**src/rtl/ntt_cmd_pkg.sv**
```systemverilog
// ---------------------------------------------------------------------------
// ntt_cmd_pkg
// Shared definitions for the custom-0 buffer/NTT command responder:
//   - CUSTOM0 opcode / funct3 that route an instruction to this unit
//   - funct7 command codes
//   - NTT engine mode encodings
//   - command FSM state enum
//   - small decode helpers used by the top-level FSM
// ---------------------------------------------------------------------------
package ntt_cmd_pkg;

    localparam logic [6:0] OPC_CUSTOM0 = 7'b0001011;
    localparam logic [2:0] F3_NTT_CMD  = 3'b011;

    localparam logic [6:0] F7_LBUF   = 7'd0;
    localparam logic [6:0] F7_SBUF   = 7'd1;
    localparam logic [6:0] F7_NTT    = 7'd3;
    localparam logic [6:0] F7_INVNTT = 7'd4;
    localparam logic [6:0] F7_LPWAM  = 7'd5;
    localparam logic [6:0] F7_PWAM   = 7'd7;

    typedef enum logic [1:0] {
        MODE_NTT    = 2'b00,
        MODE_INVNTT = 2'b01,
        MODE_PWAM   = 2'b10,
        MODE_LPWAM  = 2'b11
    } eng_mode_e;

    typedef enum logic [3:0] {
        IDLE,
        LD_REQ,
        LD_WAIT,
        ST_RD,
        ST_REQ,
        ENG_START,
        ENG_WAIT,
        ERR,
        DONE
    } state_e;

    function automatic logic f7_is_legal(input logic [6:0] f7);
        return (f7 == F7_LBUF)   || (f7 == F7_SBUF)  || (f7 == F7_NTT) ||
               (f7 == F7_INVNTT) || (f7 == F7_LPWAM) || (f7 == F7_PWAM);
    endfunction

    // Buffer transfers are the only commands that touch memory and therefore
    // the only ones that need a word-aligned base address.
    function automatic logic f7_is_xfer(input logic [6:0] f7);
        return (f7 == F7_LBUF) || (f7 == F7_SBUF);
    endfunction

    function automatic eng_mode_e f7_to_mode(input logic [6:0] f7);
        eng_mode_e m;
        case (f7)
            F7_INVNTT: m = MODE_INVNTT;
            F7_PWAM:   m = MODE_PWAM;
            F7_LPWAM:  m = MODE_LPWAM;
            default:   m = MODE_NTT;
        endcase
        return m;
    endfunction

endpackage

```
**src/rtl/ntt_xfer_ctr.sv**
```systemverilog
// ---------------------------------------------------------------------------
// ntt_xfer_ctr
// Word counter and address generator for buffer <-> memory transfers.
//   clk, rst_n   clock, asynchronous active-low reset
//   load_i       latch base_i and restart the count at word 0
//   base_i       transfer base address (rs1)
//   inc_i        advance to the next word
//   idx_o        current word index (also the buffer word address)
//   last_o       current word is word N_WORDS-1
//   addr_o       memory address of the current word: base + 8*idx (wraps)
// ---------------------------------------------------------------------------
module ntt_xfer_ctr #(
    parameter int N_WORDS = 64,
    parameter int BUF_AW  = 6,
    parameter int ADDR_W  = 64
) (
    input  logic              clk,
    input  logic              rst_n,
    input  logic              load_i,
    input  logic [ADDR_W-1:0] base_i,
    input  logic              inc_i,
    output logic [BUF_AW-1:0] idx_o,
    output logic              last_o,
    output logic [ADDR_W-1:0] addr_o
);

    logic [ADDR_W-1:0] base_q;
    logic [BUF_AW-1:0] idx_q;

    always_ff @(posedge clk or negedge rst_n) begin
        if (!rst_n) begin
            base_q <= '0;
            idx_q  <= '0;
        end else if (load_i) begin
            base_q <= base_i;
            idx_q  <= '0;
        end else if (inc_i) begin
            idx_q  <= idx_q + 1'b1;
        end
    end

    assign idx_o  = idx_q;
    assign last_o = (idx_q == BUF_AW'(N_WORDS - 1));
    // Modulo-2^ADDR_W sum: a transfer crossing the top of memory simply wraps.
    assign addr_o = base_q + (ADDR_W'(idx_q) << 3);

endmodule

```
**src/rtl/ntt_cmd_unit.sv**
```systemverilog
// ---------------------------------------------------------------------------
// ntt_cmd_unit
// Executes custom-0 buffer/NTT commands accepted from the execute stage.
//   cmd_valid/cmd_ready/cmd_funct7/cmd_addr   command handshake + operands
//   busy, done, err                           pipeline stall, completion and
//                                             error pulses
//   mem_*                                     data-memory request port
//                                             (req/gnt, rvalid for loads)
//   buf_*                                     local coefficient buffer port
//                                             (read data has 1-cycle latency)
//   eng_start/eng_mode/ntt_md/eng_done        NTT engine control
// LBUF copies N_WORDS words memory->buffer, SBUF buffer->memory; compute
// commands pulse eng_start and wait for eng_done.
// ---------------------------------------------------------------------------
module ntt_cmd_unit
    import ntt_cmd_pkg::*;
#(
    parameter int N_WORDS = 64,
    parameter int BUF_AW  = 6,
    parameter int ADDR_W  = 64,
    parameter int DATA_W  = 64
) (
    input  logic              clk,
    input  logic              rst_n,
    input  logic              cmd_valid,
    output logic              cmd_ready,
    input  logic [6:0]        cmd_funct7,
    input  logic [ADDR_W-1:0] cmd_addr,
    output logic              busy,
    output logic              done,
    output logic              err,
    output logic              mem_req,
    output logic              mem_we,
    output logic [ADDR_W-1:0] mem_addr,
    output logic [DATA_W-1:0] mem_wdata,
    input  logic              mem_gnt,
    input  logic              mem_rvalid,
    input  logic [DATA_W-1:0] mem_rdata,
    output logic              buf_we,
    output logic [BUF_AW-1:0] buf_addr,
    output logic [DATA_W-1:0] buf_wdata,
    input  logic [DATA_W-1:0] buf_rdata,
    output logic              eng_start,
    output logic [1:0]        eng_mode,
    output logic              ntt_md,
    input  logic              eng_done
);

    state_e            state_q, state_d;
    eng_mode_e         eng_mode_q;
    logic              ntt_md_q;
    logic              st_first_q;
    logic [DATA_W-1:0] wdata_q;

    logic              accept;
    logic              cmd_bad;
    logic              ctr_inc;
    logic [BUF_AW-1:0] idx;
    logic              last;
    logic [ADDR_W-1:0] word_addr;

    assign accept  = cmd_valid && (state_q == IDLE);
    assign cmd_bad = !f7_is_legal(cmd_funct7) ||
                     (f7_is_xfer(cmd_funct7) && (cmd_addr[2:0] != 3'b000));
    assign ctr_inc = !last && (((state_q == LD_WAIT) && mem_rvalid) ||
                               ((state_q == ST_REQ)  && mem_gnt));

    ntt_xfer_ctr #(
        .N_WORDS (N_WORDS),
        .BUF_AW  (BUF_AW),
        .ADDR_W  (ADDR_W)
    ) u_ctr (
        .clk    (clk),
        .rst_n  (rst_n),
        .load_i (accept),
        .base_i (cmd_addr),
        .inc_i  (ctr_inc),
        .idx_o  (idx),
        .last_o (last),
        .addr_o (word_addr)
    );

    // State register
    always_ff @(posedge clk or negedge rst_n) begin
        if (!rst_n) begin
            state_q <= IDLE;
        end else begin
            state_q <= state_d;
        end
    end

    // Next-state logic
    always_comb begin
        state_d = state_q;
        case (state_q)
            IDLE: begin
                if (cmd_valid) begin
                    if (cmd_bad)                      state_d = ERR;
                    else if (cmd_funct7 == F7_LBUF)   state_d = LD_REQ;
                    else if (cmd_funct7 == F7_SBUF)   state_d = ST_RD;
                    else                              state_d = ENG_START;
                end
            end
            LD_REQ:    if (mem_gnt)    state_d = LD_WAIT;
            LD_WAIT:   if (mem_rvalid) state_d = last ? DONE : LD_REQ;
            ST_RD:                     state_d = ST_REQ;
            ST_REQ:    if (mem_gnt)    state_d = last ? DONE : ST_RD;
            ENG_START:                 state_d = ENG_WAIT;
            ENG_WAIT:  if (eng_done)   state_d = DONE;
            ERR:                       state_d = IDLE;
            DONE:                      state_d = IDLE;
            default:                   state_d = IDLE;
        endcase
    end

    // Output logic
    always_comb begin
        cmd_ready = 1'b0;
        busy      = 1'b1;
        done      = 1'b0;
        err       = 1'b0;
        mem_req   = 1'b0;
        mem_we    = 1'b0;
        mem_addr  = '0;
        mem_wdata = '0;
        buf_we    = 1'b0;
        buf_addr  = '0;
        buf_wdata = '0;
        eng_start = 1'b0;
        case (state_q)
            IDLE: begin
                cmd_ready = 1'b1;
                busy      = 1'b0;
            end
            LD_REQ: begin
                mem_req  = 1'b1;
                mem_addr = word_addr;
            end
            LD_WAIT: begin
                buf_addr = idx;
                if (mem_rvalid) begin
                    buf_we    = 1'b1;
                    buf_wdata = mem_rdata;
                end
            end
            ST_RD: begin
                buf_addr = idx;
            end
            ST_REQ: begin
                mem_req   = 1'b1;
                mem_we    = 1'b1;
                mem_addr  = word_addr;
                // The buffer's read data is valid only in the first ST_REQ
                // cycle; later gnt wait-states replay the captured copy.
                mem_wdata = st_first_q ? buf_rdata : wdata_q;
            end
            ENG_START: eng_start = 1'b1;
            ERR:       err       = 1'b1;
            DONE:      done      = 1'b1;
            default: ;
        endcase
    end

    assign eng_mode = eng_mode_q;
    assign ntt_md   = ntt_md_q;

    // Engine mode/direction are latched only for compute commands so they stay
    // put for the whole time the engine is running.
    always_ff @(posedge clk or negedge rst_n) begin
        if (!rst_n) begin
            eng_mode_q <= MODE_NTT;
            ntt_md_q   <= 1'b1;
        end else if (accept && !cmd_bad && !f7_is_xfer(cmd_funct7)) begin
            eng_mode_q <= f7_to_mode(cmd_funct7);
            ntt_md_q   <= (cmd_funct7 != F7_INVNTT);
        end
    end

    always_ff @(posedge clk or negedge rst_n) begin
        if (!rst_n) begin
            st_first_q <= 1'b0;
        end else begin
            st_first_q <= (state_q == ST_RD);
        end
    end

    always_ff @(posedge clk) begin
        if ((state_q == ST_REQ) && st_first_q) begin
            wdata_q <= buf_rdata;
        end
    end

endmodule

```
**config.mk**
```make
export PLATFORM = sky130hd
export DESIGN_NAME = ntt_cmd_unit
export DESIGN_NICKNAME = d
export VERILOG_FILES = /design/src/rtl/ntt_cmd_pkg.sv /design/src/rtl/ntt_xfer_ctr.sv /design/src/rtl/ntt_cmd_unit.sv
export SDC_FILE = /design/constraint.sdc
export NUM_CORES = 1
export LEC_CHECK = 0
export CAP_MARGIN = 5
export CORE_AREA = 5 5 158 160
export CTS_CLUSTER_DIAMETER = 60
export DETAILED_ROUTE_END_ITERATION = 12
export DIE_AREA = 0 0 163 165
export PLACE_DENSITY = 0.7
export SKIP_LAST_GASP = 1
export SYNTH_ARGS = -nofsm -noshare
export SYNTH_HDL_FRONTEND = slang
export SYNTH_SLANG_ARGS = --single-unit
```
**constraint.sdc**
```tcl
create_clock -name clk -period 3.6 [get_ports clk]
set_input_delay 0.9 -clock clk [delete_from_list [all_inputs] [get_ports clk]]
set_output_delay 0.9 -clock clk [all_outputs]
set_load 0.01 [all_outputs]
```
==> impl_results.md <==
- Total of max-cap violations: 0
- DR WL/cell: roughly 19 um
- Full die area: roughly 27,000 um2
- Worst path required time: around 2.7 ns
- I/O pins: 414
- Seq/Total Area, Yosys: between 40% and 50%
- Placer congestion estimate: 0.905
- Buf/Inv on CP: 3
- Crit Path Category: register to output port
- Top cell type's share of synthesized area: between 20% and 30%
- Worst hold slack: ~0.47 ns
- Crit path time final: between 3 and 4 ns
- DRT antenna net count: 0
- Seq cells post-synth: 142
- Clk buf depth: 2
- Drt total wl: 34,000 um
- Overflow after GRT: 0
- Final setup violation count: 16
- Max-slew headroom: 52.5%
- Final slew viol count: 0
- Port bufs: about 410
- Post-synth EDFFs: 64
- Crit-path max FO: 5
- CP most frequent cell: buf_4
- DRC violations left: 0
- Core Region: about 23,000 um2
- Critical path's slowest cell: or4_1
- Status: complete, but fails checks
- Initial Util: 36.0%
- Die Wd: 163 um
- # fillers: 2,001
- Synth Area per Inst: just under 9 um2
- Fin crit share: 104%
- Crit-path leading delay family: simple AND/OR/NAND/NOR gates
- H-tree lvl count: 4
- Final Hold Viols: 0
- FF-to-FF End: wdata_q[21]
- Kind of start point of the critical path: register
- First-pass GRT wire length: 50,600 um
- CP peak stage delay: roughly 0.51 ns
- GRT Util Overall: roughly 24%
- Row Count: 56
- Synthesized instance count: 956
- Synthesis-to-layout area growth: 73.1%
- Reg2Reg Depth: 6
- Worst path cell trace: ha_4, o211ai_1, o221ai_2, buf_4, buf_4, nand3_4, or4_1, a21oi_1, clkdlybuf4s15_2
- Antenna violations before repair: 0
- Leakage: between 0.006 and 0.007 uW
- DRT Pass-1 Iters: 5
- Hpwl dp: ~25,000 um
- Failing checks: setup timing
- Vias per cell: between 5 and 6
- Area contributors post-synth: dfrtp_1, edfxtp_1, nand2_1
- Synth area leader: dfrtp_1
- Count of cell types in the netlist: 46
- Pwr dens: 633 nW/um2
- Worst min-delay path class: register to register
- Levels on crit path: 9
- Fin Clk Skew: just over 0.007 ns
- Layout cells sized above 1: approximately 16%
- Nets: around 1,700
- CTS tree: done
- Clock Sinks: approximately 140
- Flop-to-flop setup slack: 1.31 ns
- Synth async-reset ratio: around 55%
- Initial DRC count: just over 600
- Worst-path clk slew: ~0.060 ns
- Fmax: ~270 MHz
- Placed Area: about 13,000 um2
- Worst R2R Start: state_q[2]
- WP data arrival: roughly 2.8 ns
- Crit. End Element: output port
- Number of global-route vias before repair: about 9,000
- Worst slew pin tran: 0.706 ns
- Die Y: roughly 170 um
- Vias: about 9,100
- Syn_nets: between 1,000 and 1,500
- Launch point of the critical path: u_ctr.base_q[7]
- CTS buffer count: 17
- CP endpoint: mem_addr[50]
- Pin count of the biggest net entering global routing: just over 80
- Pwr Total: roughly 9200 uW
- Cell Area, Synth: between 8000 and 9000 um2
- PnR worst setup slack: -0.140 ns
- Unrepaired setup endpoints after global routing: yes
- Clk_lat worst skew: between 0.4 and 0.5 ns
- Post-route cell area: ~15,000 um2
- Main synth FF type: dfrtp_1
- Syn. warnings: 0
- Root Driver: clkbuf_16
- Worst IR drop on VDD: 0.393 mV
- N_diodes: 0
-- worst min path at each step --
stage                                from         endpoint  slack, ns  depth (start not counted)
after floorplan           u_ctr.base_q[0]  u_ctr.base_q[0]       0.44                          2
after global placement    u_ctr.base_q[2]  u_ctr.base_q[2]       0.45                          2
after detailed placement  u_ctr.base_q[2]  u_ctr.base_q[2]       0.46                          2
after CTS                 u_ctr.base_q[2]  u_ctr.base_q[2]       0.47                          2
after global routing      u_ctr.base_q[0]  u_ctr.base_q[0]       0.49                          2
final                     u_ctr.base_q[2]  u_ctr.base_q[2]       0.47                          2
-- cells by family (layout without fill, tap and decap cells) --
group | count (synthesis) | count (layout) | share of synthesized area (%)
compound gates | 111 | 111 | 7.79
xor+xnor | 29 | 29 | 3.03
flops | 142 | 142 | 46.2
buf+inv | 72 | 574 | 3.27
fa+ha+maj | 8 | 8 | 1.28
simple gates | 528 | 529 | 30.5
mux | 66 | 66 | 7.88
-- final cells by class --
| class | count | area [um2] | share of cell area (%) |
|---|---|---|---|
| clock buffers | 17 | 425 | 2.93 |
| clock inverters | 15 | 234 | 1.61 |
| inverters | 17 | 72.6 | 0.500 |
| multi-input cells | 743 | 4470 | 30.8 |
| flip-flops and latches | 142 | 3880 | 26.7 |
| well taps | 319 | 399 | 2.75 |
| repair buffers | 525 | 5020 | 34.6 |
-- where the power goes --
group	switching, uW	total (uW)	internal (uW)
clock	742	1990	1240
sequential	435	2560	2120
combinational	2420	4640	2220
total	3600	9180	5580
-- stage by stage --
step | util (%) | instances | setup slack, ns | setup TNS, ns
6_report | 62.4 | 1778 | -0.140 | -0.814
5_1_grt | 62.4 | 1778 | -0.270 | -3.85
4_1_cts | 61.3 | 1767 | -0.121 | -0.797
3_5_place_dp | 57.3 | 1706 | -0.0736 | -1.21
3_3_place_gp | 57.3 | 1706 | -0.00964 | -0.0779
2_1_floorplan | - | 956 | 0.431 | 0
-- cell usage after synthesis (3+ instances only) --
library cell  number
nand4_1           25
nand2_1          203
buf_2              3
o211ai_1           4
mux2i_1           66
ha_1               7
nand4b_1           3
and4_1             5
xnor2_1           13
clkbuf_1          44
edfxtp_1          64
and2_1            75
inv_1             17
xor2_1            16
o31ai_1            9
a21o_1             3
nor3_1             9
and3_1            14
or4_1             10
o21a_1             3
a211oi_1           3
dfrtp_1           77
a21oi_1           39
nor2_1           108
nand3_1           37
nor4_1             6
or3_1             24
buf_1              8
o21ai_0           38
-- registers in the layout (all words and copies together), names as in the netlist --
register	cells
u_ctr.base_q	64
wdata_q	64
u_ctr.idx_o	6
state_q	4
eng_mode	2
ntt_md	1
st_first_q	1
-- routing by layer --
| layer | vias to the layer above | GRT usage, % | routed length (um) |
|---|---|---|---|
| met5 | - | 0 | 0 |
| met4 | 0 | 8.73 | 911 |
| met3 | 52 | 5.67 | 2530 |
| met2 | 410 | 41.4 | 17100 |
| met1 | 4318 | 29.4 | 13400 |
| li1 | 4320 | - | - |
-- worst reg2reg max path, delay by kind of cell (launching register included) --
family	cells	cell delay (ns)
AND/OR/NAND/NOR	3	0.89
flip-flops	1	0.36
buffers and inverters	3	0.67
-- layout by cell type, fill, tap and decap left out, drive strengths merged, types with 7 or more instances in the layout --
cell type	count
and3	14
nand2	203
dfrtp	77
buf	138
dlygate4sd2	7
o21ai	38
xor2	16
clkdlybuf4s15	9
nor3	11
nor2	108
and2	75
inv	19
clkbuf	29
or3	24
mux2i	66
xnor2	13
o31ai	9
dlymetal6s2s	24
or4	10
ha	7
clkdlybuf4s50	335
nor4	8
a21oi	39
edfxtp	64
nand3	39
nand4	26
-- what timing repair did --
action                                  4_1_cts  5_1_grt
cloned                                        2        1
resized for setup                           164       94
buffers inserted                             27       12
endpoints found under the setup margin       92      126
hold buffers                                  0        0
pin swaps                                    26       29
Power figures use the tool's default switching activity.
